==> src/rtl/mc_controller_pkg.sv <==
// ---------------------------------------------------------------------------
// arm_ctrl_pkg
// Shared encodings for the multicycle ARM control unit and its datapath:
// FSM state enum, Op classes, mux select codes, ALU control codes, and the
// data-processing cmd decoder used by the controller.
// ---------------------------------------------------------------------------
package arm_ctrl_pkg;

    typedef enum logic [3:0] {
        S_FETCH,
        S_DECODE,
        S_MEMADR,
        S_MEMRD,
        S_MEMWR,
        S_MEMWB,
        S_EXECR,
        S_EXECI,
        S_ALUWB,
        S_BRANCH
    } state_t;

    // Instruction classes (Instr[27:26]); also the ImmSrc encoding
    localparam logic [1:0] OP_DP  = 2'b00;
    localparam logic [1:0] OP_MEM = 2'b01;
    localparam logic [1:0] OP_BR  = 2'b10;

    localparam logic [1:0] ALU_ADD = 2'b00;
    localparam logic [1:0] ALU_SUB = 2'b01;
    localparam logic [1:0] ALU_AND = 2'b10;
    localparam logic [1:0] ALU_ORR = 2'b11;

    localparam logic [1:0] RES_ALUOUT    = 2'b00;
    localparam logic [1:0] RES_DATA      = 2'b01;
    localparam logic [1:0] RES_ALURESULT = 2'b10;

    localparam logic [1:0] SRCA_RD1    = 2'b00;
    localparam logic [1:0] SRCA_PC     = 2'b01;
    localparam logic [1:0] SRCA_ALUOUT = 2'b10;

    localparam logic [1:0] SRCB_RD2  = 2'b00;
    localparam logic [1:0] SRCB_IMM  = 2'b01;
    localparam logic [1:0] SRCB_FOUR = 2'b10;

    localparam logic [3:0] CMD_AND = 4'b0000;
    localparam logic [3:0] CMD_SUB = 4'b0010;
    localparam logic [3:0] CMD_ADD = 4'b0100;
    localparam logic [3:0] CMD_CMP = 4'b1010;
    localparam logic [3:0] CMD_ORR = 4'b1100;

    typedef struct packed {
        logic [1:0] alu_control;
        logic       no_write;   // result is not written back
        logic       arith;      // C/V flags are meaningful
    } alu_dec_t;

    // Unsupported commands compute ADD but suppress write-back.
    function automatic alu_dec_t alu_decode(input logic [3:0] cmd);
        alu_dec_t d;
        d = '{alu_control: ALU_ADD, no_write: 1'b1, arith: 1'b0};
        case (cmd)
            CMD_ADD: d = '{alu_control: ALU_ADD, no_write: 1'b0, arith: 1'b1};
            CMD_SUB: d = '{alu_control: ALU_SUB, no_write: 1'b0, arith: 1'b1};
            CMD_AND: d = '{alu_control: ALU_AND, no_write: 1'b0, arith: 1'b0};
            CMD_ORR: d = '{alu_control: ALU_ORR, no_write: 1'b0, arith: 1'b0};
            CMD_CMP: d = '{alu_control: ALU_SUB, no_write: 1'b1, arith: 1'b1};
            default: ;
        endcase
        return d;
    endfunction

endpackage

==> src/rtl/mc_controller_if.sv <==
// ---------------------------------------------------------------------------
// mc_controller_if
// Bundle between the control unit (master) and the datapath/memory (slave).
//   Cond/Op/Funct/Rd : instruction fields from the instruction register
//   ALUFlags         : NZCV from the ALU
//   mem_ready        : memory access completes this cycle
//   remaining signals: control outputs driven by the controller
// ---------------------------------------------------------------------------
interface mc_controller_if;
    logic [3:0] Cond;
    logic [1:0] Op;
    logic [5:0] Funct;
    logic [3:0] Rd;
    logic [3:0] ALUFlags;
    logic       mem_ready;

    logic       IRWrite;
    logic       PCWrite;
    logic       RegWrite;
    logic       MemWrite;
    logic       AdrSrc;
    logic [1:0] ResultSrc;
    logic [1:0] ALUSrcA;
    logic [1:0] ALUSrcB;
    logic [1:0] ImmSrc;
    logic [1:0] RegSrc;
    logic [1:0] ALUControl;

    modport master (
        input  Cond, Op, Funct, Rd, ALUFlags, mem_ready,
        output IRWrite, PCWrite, RegWrite, MemWrite, AdrSrc, ResultSrc,
               ALUSrcA, ALUSrcB, ImmSrc, RegSrc, ALUControl
    );

    modport slave (
        output Cond, Op, Funct, Rd, ALUFlags, mem_ready,
        input  IRWrite, PCWrite, RegWrite, MemWrite, AdrSrc, ResultSrc,
               ALUSrcA, ALUSrcB, ImmSrc, RegSrc, ALUControl
    );
endinterface

==> src/rtl/mc_controller_cond_check.sv <==
// ---------------------------------------------------------------------------
// cond_check
// ARM condition-field evaluation.
//   cond    in  4  Instr[31:28]
//   flags   in  4  NZCV
//   cond_ex out 1  instruction executes
// Code 1111 is treated as "never".
// ---------------------------------------------------------------------------
module cond_check (
    input  logic [3:0] cond,
    input  logic [3:0] flags,
    output logic       cond_ex
);
    logic n, z, c, v;
    assign {n, z, c, v} = flags;

    always_comb begin
        cond_ex = 1'b0;
        case (cond)
            4'b0000: cond_ex = z;
            4'b0001: cond_ex = ~z;
            4'b0010: cond_ex = c;
            4'b0011: cond_ex = ~c;
            4'b0100: cond_ex = n;
            4'b0101: cond_ex = ~n;
            4'b0110: cond_ex = v;
            4'b0111: cond_ex = ~v;
            4'b1000: cond_ex = c & ~z;
            4'b1001: cond_ex = ~c | z;
            4'b1010: cond_ex = (n == v);
            4'b1011: cond_ex = (n != v);
            4'b1100: cond_ex = ~z & (n == v);
            4'b1101: cond_ex = z | (n != v);
            4'b1110: cond_ex = 1'b1;
            default: cond_ex = 1'b0;
        endcase
    end
endmodule

==> src/rtl/mc_controller.sv <==
// ---------------------------------------------------------------------------
// mc_controller
// Multicycle ARM control unit: FETCH/DECODE/execute sequencing, datapath
// selects, NZCV flag register and condition evaluation, memory stalls.
//   clk     in  single clock, rising edge
//   reset_n in  asynchronous active-low reset
//   bus     mc_controller_if.master (instruction fields, flags, mem_ready
//           in; control selects and write enables out)
// ---------------------------------------------------------------------------
module mc_controller
    import arm_ctrl_pkg::*;
(
    input  logic              clk,
    input  logic              reset_n,
    mc_controller_if.master   bus
);
    state_t     state_reg, state_next;
    logic [3:0] flags_reg;
    logic       condex_reg;
    logic       cond_ex;
    alu_dec_t   alu_dec;
    logic       in_exec;

    logic       ir_write, pc_write, reg_write, mem_write, wb_en;

    cond_check u_cond_check (
        .cond    (bus.Cond),
        .flags   (flags_reg),
        .cond_ex (cond_ex)
    );

    assign alu_dec = alu_decode(bus.Funct[4:1]);
    assign in_exec = (state_reg == S_EXECR) || (state_reg == S_EXECI);

    // State register
    always_ff @(posedge clk or negedge reset_n) begin
        if (!reset_n) state_reg <= S_FETCH;
        else          state_reg <= state_next;
    end

    // Condition latch and flags; flags update on the edge leaving EXECR/EXECI
    always_ff @(posedge clk or negedge reset_n) begin
        if (!reset_n) begin
            flags_reg  <= 4'b0000;
            condex_reg <= 1'b0;
        end else begin
            if (state_reg == S_DECODE) condex_reg <= cond_ex;
            if (in_exec && condex_reg && bus.Funct[0]) begin
                flags_reg[3:2] <= bus.ALUFlags[3:2];
                if (alu_dec.arith) flags_reg[1:0] <= bus.ALUFlags[1:0];
            end
        end
    end

    // Next-state logic
    always_comb begin
        state_next = state_reg;
        case (state_reg)
            S_FETCH:  if (bus.mem_ready) state_next = S_DECODE;
            S_DECODE: begin
                case (bus.Op)
                    OP_MEM:  state_next = S_MEMADR;
                    OP_DP:   state_next = bus.Funct[5] ? S_EXECI : S_EXECR;
                    OP_BR:   state_next = S_BRANCH;
                    default: state_next = S_FETCH;
                endcase
            end
            S_MEMADR: state_next = bus.Funct[0] ? S_MEMRD : S_MEMWR;
            S_MEMRD:  if (bus.mem_ready) state_next = S_MEMWB;
            S_MEMWR:  if (bus.mem_ready) state_next = S_FETCH;
            S_MEMWB:  state_next = S_FETCH;
            S_EXECR:  state_next = S_ALUWB;
            S_EXECI:  state_next = S_ALUWB;
            S_ALUWB:  state_next = S_FETCH;
            S_BRANCH: state_next = S_FETCH;
            default:  state_next = S_FETCH;
        endcase
    end

    // Output decode
    always_comb begin
        ir_write      = 1'b0;
        pc_write      = 1'b0;
        reg_write     = 1'b0;
        mem_write     = 1'b0;
        wb_en         = 1'b0;
        bus.AdrSrc    = 1'b0;
        bus.ResultSrc = RES_ALUOUT;
        bus.ALUSrcA   = SRCA_RD1;
        bus.ALUSrcB   = SRCB_RD2;
        case (state_reg)
            S_FETCH: begin
                ir_write      = bus.mem_ready;
                pc_write      = bus.mem_ready;
                bus.ALUSrcA   = SRCA_PC;
                bus.ALUSrcB   = SRCB_FOUR;
                bus.ResultSrc = RES_ALURESULT;
            end
            S_DECODE: begin
                bus.ALUSrcA   = SRCA_PC;
                bus.ALUSrcB   = SRCB_FOUR;
                bus.ResultSrc = RES_ALURESULT;
            end
            S_MEMADR: bus.ALUSrcB = SRCB_IMM;
            S_MEMRD:  bus.AdrSrc  = 1'b1;
            S_MEMWR: begin
                bus.AdrSrc = 1'b1;
                mem_write  = condex_reg;
            end
            S_MEMWB: begin
                bus.ResultSrc = RES_DATA;
                wb_en         = condex_reg;
            end
            S_EXECR:  bus.ALUSrcB = SRCB_RD2;
            S_EXECI:  bus.ALUSrcB = SRCB_IMM;
            S_ALUWB: begin
                bus.ResultSrc = RES_ALUOUT;
                wb_en         = condex_reg & ~alu_dec.no_write;
            end
            S_BRANCH: begin
                bus.ALUSrcA   = SRCA_ALUOUT;
                bus.ALUSrcB   = SRCB_IMM;
                bus.ResultSrc = RES_ALURESULT;
                pc_write      = condex_reg;
            end
            default: ;
        endcase
        // A write-back to R15 is a jump: steer it to the PC, never both
        if (wb_en) begin
            if (bus.Rd == 4'hF) pc_write  = 1'b1;
            else                reg_write = 1'b1;
        end
    end

    // Write enables are forced low for as long as reset is held
    assign bus.IRWrite  = ir_write  & reset_n;
    assign bus.PCWrite  = pc_write  & reset_n;
    assign bus.RegWrite = reg_write & reset_n;
    assign bus.MemWrite = mem_write & reset_n;

    assign bus.ImmSrc     = bus.Op;
    assign bus.RegSrc     = {bus.Op == OP_MEM, bus.Op == OP_BR};
    assign bus.ALUControl = in_exec ? alu_dec.alu_control : ALU_ADD;

endmodule

==> src/flat_wrapper.sv <==
// flat-port wrapper written by rule: the top's interface ports become plain ports
module mc_controller_flat import arm_ctrl_pkg::*;
  (clk, reset_n, bus_Cond, bus_Op, bus_Funct, bus_Rd, bus_ALUFlags, bus_mem_ready, bus_IRWrite, bus_PCWrite, bus_RegWrite, bus_MemWrite, bus_AdrSrc, bus_ResultSrc, bus_ALUSrcA, bus_ALUSrcB, bus_ImmSrc, bus_RegSrc, bus_ALUControl);
  mc_controller_if bus_i ();
  input  logic clk;
  input  logic reset_n;
  input wire logic [$bits(bus_i.Cond)-1:0] bus_Cond;
  input wire logic [$bits(bus_i.Op)-1:0] bus_Op;
  input wire logic [$bits(bus_i.Funct)-1:0] bus_Funct;
  input wire logic [$bits(bus_i.Rd)-1:0] bus_Rd;
  input wire logic [$bits(bus_i.ALUFlags)-1:0] bus_ALUFlags;
  input wire logic [$bits(bus_i.mem_ready)-1:0] bus_mem_ready;
  output wire logic [$bits(bus_i.IRWrite)-1:0] bus_IRWrite;
  output wire logic [$bits(bus_i.PCWrite)-1:0] bus_PCWrite;
  output wire logic [$bits(bus_i.RegWrite)-1:0] bus_RegWrite;
  output wire logic [$bits(bus_i.MemWrite)-1:0] bus_MemWrite;
  output wire logic [$bits(bus_i.AdrSrc)-1:0] bus_AdrSrc;
  output wire logic [$bits(bus_i.ResultSrc)-1:0] bus_ResultSrc;
  output wire logic [$bits(bus_i.ALUSrcA)-1:0] bus_ALUSrcA;
  output wire logic [$bits(bus_i.ALUSrcB)-1:0] bus_ALUSrcB;
  output wire logic [$bits(bus_i.ImmSrc)-1:0] bus_ImmSrc;
  output wire logic [$bits(bus_i.RegSrc)-1:0] bus_RegSrc;
  output wire logic [$bits(bus_i.ALUControl)-1:0] bus_ALUControl;
  assign bus_i.Cond = bus_Cond;
  assign bus_i.Op = bus_Op;
  assign bus_i.Funct = bus_Funct;
  assign bus_i.Rd = bus_Rd;
  assign bus_i.ALUFlags = bus_ALUFlags;
  assign bus_i.mem_ready = bus_mem_ready;
  assign bus_IRWrite = bus_i.IRWrite;
  assign bus_PCWrite = bus_i.PCWrite;
  assign bus_RegWrite = bus_i.RegWrite;
  assign bus_MemWrite = bus_i.MemWrite;
  assign bus_AdrSrc = bus_i.AdrSrc;
  assign bus_ResultSrc = bus_i.ResultSrc;
  assign bus_ALUSrcA = bus_i.ALUSrcA;
  assign bus_ALUSrcB = bus_i.ALUSrcB;
  assign bus_ImmSrc = bus_i.ImmSrc;
  assign bus_RegSrc = bus_i.RegSrc;
  assign bus_ALUControl = bus_i.ALUControl;
  mc_controller u_core (.clk(clk), .reset_n(reset_n), .bus(bus_i));
endmodule
==> config.mk <==
export PLATFORM = sky130hd
export DESIGN_NAME = mc_controller_flat
export DESIGN_NICKNAME = d
export VERILOG_FILES = /design/src/rtl/mc_controller_pkg.sv /design/src/rtl/mc_controller_if.sv /design/src/rtl/mc_controller_cond_check.sv /design/src/rtl/mc_controller.sv /design/src/flat_wrapper.sv
export SDC_FILE = /design/constraint.sdc
export NUM_CORES = 1
export LEC_CHECK = 0
export BUFFER_PORTS_ARGS = -buffer_cell sky130_fd_sc_hd__buf_2
export CAP_MARGIN = 0
export CORE_AREA = 4 4 56 53
export CTS_CLUSTER_SIZE = 12
export DETAILED_ROUTE_END_ITERATION = 16
export DIE_AREA = 0 0 60 57
export GPL_TIMING_DRIVEN = 0
export PLACE_DENSITY_LB_ADDON = 0.12
export SLEW_MARGIN = 40
export SYNTH_ARGS = -nofsm -noshare
export SYNTH_HDL_FRONTEND = slang
export SYNTH_SLANG_ARGS = --single-unit
==> constraint.sdc <==
create_clock -name clk -period 1.8 [get_ports clk]
set_input_delay 0.09 -clock clk [delete_from_list [all_inputs] [get_ports clk]]
set_output_delay 0.09 -clock clk [all_outputs]
set_load 0.01 [all_outputs]
==> reports/metrics.yaml <==
clock_skew_ps: 14.9
grt.total_usage: 0.145
vias_per_cell: 5.30
relSlewSlack: 0.718
p_per_area_nw_per_um2: 1120
grt-ovfl-total: 0
syn_avg_cell_area_um2: 7.88
cp_slowest_cell: "dfrtp_1"
pin_count: 40
cts_buffer_depth: 2
ir_drop_mv: 0.593
synth-warning-count: 0
max_freq_mhz: 583
synth_fa_ha_area_frac: 0
syn2layout_area_growth_pct: 29.3
wire_per_inst_um: 12.8
synth_compound_area_frac: 0.211
min_path_type: "in -> reg"
stdcell_count: 189
grt_max_degree: 11
drt-initial-drc-count: 18
insertion_delay_ps: 270
design.core.area_um2: 2380
slew_violations: 0
layout-drive-gt1-share: 0.360
htree_levels: 1
synth_xor_area_frac: 0.0184
drv_cap: 0
worstPathRequired_ps: 1710
ys_types: 46
hold_viol_final: 0
finalCritPeriodShare: 0.954
drt-pass1-iter-count: 4
start_kind: "register"
core.rowCount: 17
muxShareOfSynthArea: 0.131
clk_pin_slew_ps: 70
r2r_setup_slack_ps: 250
wl_um: 2430
grt_pass1_wl_um: 3910
clock_sinks: 9
initial_utilization: 0.400
crit_chain: "buf_6 > nor2b_4 > a32oi_1 > or3_1 > o221ai_2 > buf_2"
dieArea_um2: 3420
antenna_found_initial: 0
synth_area_um2: 953
critPathMaxFanout: 10
async_flop_share: 1.00
synth_ff_type: "dfrtp_1"
cp.arrival_ps: 1630
synth_nets: 144
chipWidth_um: 60
dpl.cell_count: 184
root_buffer: "clkbuf_4"
worst_setup_path_end_kind: "primary output"
antennaDiodeCount: 0
worst_pin_slew_ps: 422
setup_viol: 0
synth_enable_flop_cells: 0
antenna_left: 0
cpPeakStageDelay_ps: 350
crit_type: "reg -> out"
gp_routability_congestion: 0.796
hpwlAfterDp_um: 1880
p_leak_nw: 0.603
ys_seq_elements: 9
die_h_um: 57
cts_tree: "done"
grt_pass1_vias: 872
ys_seq_area_frac: 0.236
cts_setup_buffers: 0
port_buffers: 35
power_mw: 1.38
route.vias.total: 1002
synth_simple_gate_area_frac: 0.312
cts_buffers: 3
period_needed_ps: 1720
synthCells: 121
status: "completed"
rsz0062_at_grt: "yes"
synth_top_family_by_area: "simple AND/OR/NAND/NOR gates"
drcViolationCount: 0
fin_nets: 185
==> critical path: cells and delay by family, from the launching register on <==
family,cells,cell delay (ps)
simple gates,2,520
buf+inv,2,300
flops,1,350
compound gates,2,190
==> area by class of cell <==
cell class	count	area, um2
Multi-Input combinational cell	95	666
Inverter	6	22.5
Clock buffer	4	26.3
Sequential cell	9	225
Timing Repair Buffer	36	185
Tap cell	28	35.0
Fill cell	237	1150
Buffer	11	72.6
==> path summary, 6_finish.rpt <==
check | end | start | cells past startpoint
max reg2reg | u_core.flags_reg[0] | u_core.state_reg[3] | 5
min | u_core.flags_reg[3] | bus_ALUFlags[3] | 2
min in group asynchronous | u_core.state_reg[2] | reset_n | 2
max in group asynchronous | u_core.flags_reg[0] | reset_n | 2
max | bus_PCWrite | u_core.state_reg[2] | 6
min reg2reg | u_core.state_reg[2] | u_core.state_reg[3] | 2
==> metal layers <==
metal | GRT usage | wire length, um | part of all wire
met1 | 0.222 | 1260 | 0.52
met2 | 0.201 | 1020 | 0.42
met3 | 0.0294 | 121 | 0.050
met4 | 0.0475 | 19 | 0.0078
met5 | 0 | 0 | 0
==> synthesized netlist by cell type (3+ instances only) <==
library cell,number,area share
a211oi_1,3,0.024
a21oi_1,7,0.037
buf_4,5,0.039
clkbuf_1,3,0.012
dfrtp_1,9,0.24
inv_1,5,0.020
mux2_1,4,0.047
mux2i_1,5,0.052
nand2_1,11,0.043
nand2b_1,6,0.039
nand4_1,3,0.020
nor2_1,11,0.043
nor2b_1,5,0.033
or3_1,3,0.020
==> stage by stage <==
| stage | utilization | setup TNS [ps] | cell area [um2] | hold slack, ps | setup slack (ps) |
|---|---|---|---|---|---|
| finish | 0.517 | 0 | 1230 | 61.0 | 83.4 |
| global route | 0.517 | -14.6 | 1230 | 59.6 | -14.6 |
| CTS | 0.506 | 0 | 1200 | 53.6 | 27.8 |
| detailed placement | 0.488 | 0 | 1160 | -30.2 | 267 |
| global placement | 0.488 | 0 | 1160 | -31.9 | 266 |
| floorplan | - | 0 | 953 | -206 | 329 |
==> kinds of logic (layout without fill, tap and decap cells) <==
kind of cell,count (synthesis),count (layout)
and+or+nand+nor,53,53
AOI/OAI and AO/OA,29,29
buffers and inverters,17,57
muxes,11,11
DFF,9,9
xor gates and xnor gates,2,2
==> where the power goes <==
part	total (mW)	switching, mW	internal (mW)
clock network	0.156	0.0712	0.0852
registers	0.369	0.0890	0.280
logic	0.860	0.459	0.400
==> placed cells by master, fill, tap and decap left out, types with 2 or more instances in the layout <==
| master | instances |
|---|---|
| a211oi_1 | 3 |
| a21oi_1 | 7 |
| a31oi_1 | 2 |
| and3b_1 | 2 |
| buf_2 | 37 |
| buf_4 | 3 |
| buf_6 | 2 |
| clkbuf_1 | 3 |
| clkbuf_2 | 2 |
| clkbuf_4 | 3 |
| dfrtp_1 | 9 |
| inv_1 | 5 |
| mux2_1 | 4 |
| mux2_4 | 2 |
| mux2i_1 | 5 |
| nand2_1 | 11 |
| nand2b_1 | 6 |
| nand3b_1 | 2 |
| nand4_1 | 3 |
| nor2_1 | 11 |
| nor2b_1 | 2 |
| nor2b_4 | 2 |
| nor3b_1 | 2 |
| o211ai_1 | 2 |
| o21ai_1 | 2 |
| o22ai_1 | 2 |
| or3_1 | 3 |
==> repair_timing <==
item | CTS | global route
resized for setup | 2 | 8
endpoints found under the setup margin | 1 | 5
hold endpoints to repair | 9 | 0
pin swaps | 0 | 0
hold buffers | 1 | 0
No activity file was read; power rests on OpenSTA's default activity.
